[src/rtl/surf_dna_reader.sv]
// Wishbone-controlled sequencer that reads the 96-bit device DNA into three read-only words.
// Optional feature: define SURF_DNA_AUTOLOAD_EN to start one read automatically after reset.
module surf_dna_reader #(
  parameter int DNA_BITS  = 96,
  parameter int SHIFT_DIV = 1
) (
  input  logic        wb_clk_i,
  input  logic        wb_rst_i,
  input  logic        wb_cyc_i,
  input  logic        wb_stb_i,
  input  logic        wb_we_i,
  input  logic [3:0]  wb_adr_i,
  input  logic [31:0] wb_dat_i,
  input  logic [3:0]  wb_sel_i,
  output logic [31:0] wb_dat_o,
  output logic        wb_ack_o,
  output logic        wb_err_o,
  output logic        wb_rty_o,
  output logic        dna_din_o,
  output logic        dna_read_o,
  output logic        dna_shift_o,
  input  logic        dna_dout_i,
  output logic        dna_valid_o
);

  if (SHIFT_DIV < 1 || SHIFT_DIV > 16 || DNA_BITS != 96) begin : g_bad_param
    $error("surf_dna_reader: SHIFT_DIV must be 1..16 and DNA_BITS must be 96");
  end

  localparam logic [3:0] DIV_LAST = 4'(SHIFT_DIV - 1);
  localparam logic [6:0] BIT_LAST = 7'(DNA_BITS - 1);
  localparam logic       FAST     = (SHIFT_DIV == 1);

  typedef enum logic [2:0] {
    IDLE   = 3'd0,
    LOAD   = 3'd1,
    SETTLE = 3'd2,
    SHIFT  = 3'd3,
    DONE   = 3'd4
  } state_t;

  state_t       state;
  logic [6:0]   bit_idx;
  logic [3:0]   div_cnt;
  logic [95:0]  dna;
  logic         busy;
  logic         valid;
  logic         bus_req;
  logic         start_wr;
  logic         auto_start;
  logic         start;
  logic         unused;

  // Handshake: a request is (cyc & stb) while ack is low; ack answers it one cycle
  // later for exactly one cycle, and writes take effect on that same ack-rising edge.
  assign bus_req  = wb_cyc_i & wb_stb_i & ~wb_ack_o;
  assign start_wr = bus_req & wb_we_i & (wb_adr_i[3:2] == 2'd0) & wb_sel_i[0] & wb_dat_i[0];

`ifdef SURF_DNA_AUTOLOAD_EN
  always_ff @(posedge wb_clk_i or posedge wb_rst_i) begin
    if (wb_rst_i) auto_start <= 1'b1;
    else          auto_start <= 1'b0;
  end
`else
  assign auto_start = 1'b0;
`endif

  assign start = start_wr | auto_start;

  always_ff @(posedge wb_clk_i or posedge wb_rst_i) begin
    if (wb_rst_i) wb_ack_o <= 1'b0;
    else          wb_ack_o <= wb_cyc_i & wb_stb_i & ~wb_ack_o;
  end

  always_comb begin
    wb_dat_o = 32'd0;
    case (wb_adr_i[3:2])
      2'd0:    wb_dat_o = {29'd0, valid, busy, 1'b0};
      2'd1:    wb_dat_o = dna[31:0];
      2'd2:    wb_dat_o = dna[63:32];
      default: wb_dat_o = dna[95:64];
    endcase
  end

  // SHIFT is registered one cycle ahead so it is high during the cycle whose closing
  // edge both samples DOUT and advances the DNA port to the next bit.
  always_ff @(posedge wb_clk_i or posedge wb_rst_i) begin
    if (wb_rst_i) begin
      state       <= IDLE;
      bit_idx     <= 7'd0;
      div_cnt     <= 4'd0;
      dna         <= 96'd0;
      busy        <= 1'b0;
      valid       <= 1'b0;
      dna_read_o  <= 1'b0;
      dna_shift_o <= 1'b0;
    end else begin
      dna_read_o  <= 1'b0;
      dna_shift_o <= 1'b0;
      case (state)
        IDLE: begin
          if (start) begin
            dna        <= 96'd0;
            valid      <= 1'b0;
            busy       <= 1'b1;
            dna_read_o <= 1'b1;
            state      <= LOAD;
          end
        end
        LOAD: state <= SETTLE;
        SETTLE: begin
          bit_idx     <= 7'd0;
          div_cnt     <= 4'd0;
          dna_shift_o <= FAST;
          state       <= SHIFT;
        end
        SHIFT: begin
          if (div_cnt == DIV_LAST) begin
            dna[bit_idx] <= dna_dout_i;
            div_cnt      <= 4'd0;
            if (bit_idx == BIT_LAST) begin
              state <= DONE;
            end else begin
              bit_idx     <= bit_idx + 7'd1;
              dna_shift_o <= FAST && ((bit_idx + 7'd1) != BIT_LAST);
            end
          end else begin
            div_cnt     <= div_cnt + 4'd1;
            dna_shift_o <= ((div_cnt + 4'd1) == DIV_LAST) && (bit_idx != BIT_LAST);
          end
        end
        DONE: begin
          valid <= 1'b1;
          busy  <= 1'b0;
          state <= IDLE;
        end
        default: state <= IDLE;
      endcase
    end
  end

  assign dna_valid_o = valid;
  assign wb_err_o    = 1'b0;
  assign wb_rty_o    = 1'b0;
  assign dna_din_o   = 1'b0;
  assign unused      = ^{wb_dat_i[31:1], wb_sel_i[3:1], wb_adr_i[1:0]};

endmodule

[config.mk]
export PLATFORM = sky130hd
export DESIGN_NAME = surf_dna_reader
export DESIGN_NICKNAME = d
export VERILOG_FILES = /design/src/rtl/surf_dna_reader.sv
export SDC_FILE = /design/constraint.sdc
export NUM_CORES = 1
export LEC_CHECK = 0
export ABC_AREA = 1
export BUFFER_PORTS_ARGS = -buffer_cell sky130_fd_sc_hd__buf_2
export CAP_MARGIN = 20
export CORE_AREA = 2 2 141 143
export DETAILED_ROUTE_END_ITERATION = 10
export DIE_AREA = 0 0 143 145
export GPL_TIMING_DRIVEN = 0
export HOLD_SLACK_MARGIN = 0.02
export PLACE_DENSITY_LB_ADDON = 0.15
export SETUP_SLACK_MARGIN = 0.3
export SLEW_MARGIN = 0
export SYNTH_ARGS = -nofsm -noshare
export SYNTH_HDL_FRONTEND = slang
export SYNTH_SLANG_ARGS = --single-unit
[constraint.sdc]
create_clock -name wb_clk_i -period 3.5 [get_ports wb_clk_i]
set_input_delay 0.525 -clock wb_clk_i [delete_from_list [all_inputs] [get_ports wb_clk_i]]
set_output_delay 0.525 -clock wb_clk_i [all_outputs]
set_load 0.005 [all_outputs]
Word level (Yosys, flattened, before mapping)
Index checks and enable logic that the tools add are counted.
{ "word_totals": {"wordCells": 71, "register_bits": 115, "output_inout_bits": 39} }
{ "classes": {"eq_ne": 13, "muxes": 25, "addsub": 2, "n_bitwise": 7, "order_cmp": 2, "n_reduce_logical": 13} }
{ "ops": {"columns": ["op", "n"], "rows": [
  ["$mux 96", 2],
  ["$pmux 96 s2", 1],
  ["$bwmux 96", 1],
  ["$pmux 32 s3", 1],
  ["$mux 7", 2],
  ["$ne 7x7->1 const B", 2],
  ["$pmux 7 s2", 1],
  ["$pmux 3 s4", 1],
  ["$mux 3", 3],
  ["$reduce_and 3->1", 3],
  ["$logic_not 4->1", 2],
  ["$lt 7x8->1 const B", 1],
  ["$ne 2x2->1 const B", 4],
  ["$pmux 4 s2", 1],
  ["$add 7x1->7 const B", 1],
  ["$demux 1 s7", 1],
  ["$eq 7x7->1 const B", 1],
  ["$ge 7x1->1 const B", 1],
  ["$mux 1", 7],
  ["$and 1x1->1", 6],
  ["$eq 3x2->1 const B", 2],
  ["$pmux 1 s2", 3],
  ["$reduce_bool 2->1", 3],
  ["$add 4x1->4 const B", 1],
  ["other kinds (10)", 11]
]} }

Longest topological paths before layout
{ "logic_depth": {"word_depth": 8, "mapped_depth": 11, "ltp_nobuf": 10} }

Worst setup path before layout
Ideal clock, no wire load.
{ "synth_path": {"kind": "input-to-output", "from": "input wb_adr_i[3]", "to": "output wb_dat_o[0]", "n_path_buf": 1, "path_slack_ns": 1.760, "arrival_time_ns": 1.215, "stages": 5, "path_cell_list": "inv_1 > nor2_1 > clkbuf_1 > nand2_1 > nand3_1"} }
{ "synth_between": {"elab_chain_cells": 2, "word_cells_on_any_way": 4, "classes_between": "2 x eq/ne; 1 x mux; 1 x reduce/logical"} }
{ "synth_lines": {"columns": ["item", "line", "text"], "rows": [
  ["from (decl)", "12", "input logic [3:0] wb_adr_i,"],
  ["$eq 2x2->1, or another cell as far along", "77", "case (wb_adr_i[3:2])"],
  ["$pmux 32 s3 *", "77", null],
  ["to (decl)", "15", "output logic [31:0] wb_dat_o,"]
]} }
Mark *: on every way between the ends. The rest lies on a longest branch, timed or not.

Worst setup path after layout
{ "layout_path": {"from": "input wb_adr_i[3]", "to": "output wb_dat_o[23]"} }
Same word-level chain as after synthesis.

==> flow_metrics.tcl <==
set metrics [dict create \
    core_sq_um 19200 \
    cpPeakStageDelay_ns 0.57 \
    irDropWorstVdd_mv 0.389 \
    synthTopCellsByArea "dfrtp_1 44%, nand2_1 20%, nand3_1 11%, nor2_1 6.5%, o21ai_1 6.4%" \
    place.gp.congestion 0.839 \
    reg2reg_slack_ns 1.46 \
    yosysSeqAreaShare 0.436 \
    crit_top_cell "buf_2" \
    io_buffers 45 \
    fin_crit_sh 0.700 \
    clk_pin_slew_worst_paths_ns 0.05 \
    cts_setup_buffers 0 \
    fp.dieH_um 145 \
    overflow 0 \
    synth_edf_count 0 \
    dpl.hpwl_um 15700 \
    fin_setup_tns_ns 0 \
    antenna_found_initial 0 \
    hold_buffers 0 \
    maxSlewViolCount 0 \
    cp_cell_sequence "buf_2, inv_1, nor2_1, clkbuf_1, nand2_1, nand3_1, buf_2" \
    finalClockSkew_ns 0.00532 \
    wl_per_cell_um 17.1 \
    ios 85 \
    ys_ff_latch 115 \
    crit_end "wb_dat_o[23]" \
    grt_max_degree 35 \
    setup_slack_ns 1.05 \
    worstSkewPairLatency_ns 0.42 \
    power.density_nw_per_um2 667 \
    postRouteAntennaNets 0 \
    status "completed" \
    syn_area_sq_um 6600 \
    r2r-end "dna[13]" \
    drt_first_pass_iters 5 \
    grtUsageTotal 0.223 \
    cellLeakagePower_uw 0.00395 \
    yosysWarnings 0 \
    rsz0062_at_grt "no" \
    required_ns 2.97 \
    finalWirelength_um 22100 \
    setup.worst_path.end_class "primary output" \
    dp_worst_setup_slack_ns 1.05 \
    yosysMostFrequentCell "nand2_1" \
    drive_above_1_share 0.122 \
    r2r_cells 7 \
    post-route-drc-count 0 \
    grt_pass1_wl_um 35400 \
    via_per_inst 5.01 \
    r2r-start "bit_idx[1]" \
    max_cap_viol_count 0 \
    synth_top_cell_area_share 0.436 \
    ys_types 24 \
    drtIter0Drc 475 \
    synth_top_area_cell "dfrtp_1" \
    hold_path_class "in2async" \
    arrival_ns 1.93 \
    critical_path_class "in2out" \
    ctsResizeCount 0 \
    async_reset_ff_frac 1.00 \
    nets 1066 \
    ctsHtreeMaxLevel 4 \
    relSlewSlack 0.398 \
    fmax_mhz 408 \
    critPathSlowestCell "clkbuf_1" \
    critical_path.max_fanout 10 \
    cts_tree "built" \
    setup_viol 0 \
    worstSetupStartpointType "input port" \
    synth_cells 946 \
    stdcell_area_sq_um 7800 \
    synth_common_cells "347 x nand2_1, 143 x nand3_1, 115 x dfrtp_1, 115 x nor2_1, 84 x o21ai_1" \
    antenna_cells 0 \
    cts_root_buf "clkbuf_16" \
    cts_sinks 115 \
    timing_worst_slew_pin_value_ns 0.902 \
    hold_viol_final 0 \
    cts_buffer_depth 2 \
    synthFlopType "dfrtp_1" \
    min_period_ns 2.45 \
    avgSynthCellArea_sq_um 6.98 \
    fp-row-count 51 \
    first_global_vias 6271 \
    vias 6479 \
    area_growth_pct 18.2 \
    dieArea_sq_um 20700 \
    dpl_cell_area_sq_um 7230 \
    startpoint "wb_adr_i[3]" \
    die_w_um 143 \
    start_util 0.344 \
    cts-buffers-inserted 17 \
]
==> flip-flops by register name, summed over array words and instances, names as in the netlist <==
name / flops
dna: 96
wb_ack_o: 1
bit_idx: 7
dna_shift_o: 1
dna_valid_o: 1
div_cnt: 4
busy: 1
state: 3
dna_read_o: 1
==> through the flow <==
| step | std cells | hold slack (ns) | util | total power (uW) |
|---|---|---|---|---|
| CTS | 1293 | 0.210 | 0.406 | 5220 |
| global route | 1293 | 0.233 | 0.406 | 5490 |
| global placement | 1258 | 0.433 | 0.373 | 3480 |
| floorplan | 948 | 0.442 | - | 2860 |
| finish | 1293 | 0.202 | 0.406 | 5200 |
| detailed placement | 1261 | 0.435 | 0.376 | 3490 |
==> layout make-up <==
type / instances / area (sq um)
Clock buffer: 21 / 460
Buffer: 64 / 420
Timing Repair Buffer: 48 / 285
Fill cell: 2042 / 11400
Inverter: 30 / 116
Sequential cell: 115 / 2880
Multi-Input combinational cell: 739 / 3200
Tap cell: 265 / 332
Clock inverter: 11 / 110
==> worst min-delay path by stage <==
| stage | start | endpoint | slack (ns) | depth (start not counted) |
|---|---|---|---|---|
| 6_report | wb_rst_i | dna[2] | 0.20 | 2 |
| 5_1_grt | wb_rst_i | dna[2] | 0.23 | 2 |
| 4_1_cts | wb_rst_i | dna[2] | 0.21 | 2 |
| 3_5_place_dp | wb_ack_o | wb_ack_o | 0.43 | 1 |
| 3_3_place_gp | wb_ack_o | wb_ack_o | 0.43 | 1 |
| 2_1_floorplan | dna[0] | dna[0] | 0.44 | 2 |
==> layer usage <==
| metal | GRT usage | wire [um] |
|---|---|---|
| met5 | 0 | 0 |
| met4 | 0.0629 | 460 |
| met3 | 0.0459 | 1170 |
| met2 | 0.346 | 10100 |
| met1 | 0.314 | 10400 |
==> critical path: cells and delay by family <==
family / cells / cell delay (ns)
AND/OR/NAND/NOR: 3 / 0.54
buffers and inverters: 4 / 0.85
==> cell families after synthesis <==
group	Yosys count	share of synthesized area
fa+ha+maj	5	0.00948
compound gates	116	0.0889
simple gates	615	0.384
other cells	1	0.000568
flops	115	0.436
buf+inv	94	0.0808
==> cell usage in the layout (no fill, tap or decap), drive strengths merged <==
| cell type | n |
|---|---|
| nor3 | 1 |
| nand3 | 143 |
| o2111ai | 1 |
| nor2 | 118 |
| inv | 29 |
| bufinv | 2 |
| conb | 3 |
| nand4 | 3 |
| nand2 | 349 |
| clkbuf | 45 |
| o22ai | 2 |
| buf | 88 |
| a21oi | 2 |
| o21ai | 111 |
| clkinvlp | 3 |
| dfrtp | 115 |
| nand3b | 1 |
| clkinv | 7 |
| ha | 5 |
==> power by group <==
part | internal [uW] | total, uW | switching (uW) | leakage, uW
Sequential | 1390 | 1430 | 46.8 | 0.00159
Clock | 1070 | 1710 | 639 | 0.000282
Combinational | 627 | 2050 | 1420 | 0.00208
Note: power is estimated with default switching activity, not from simulation.
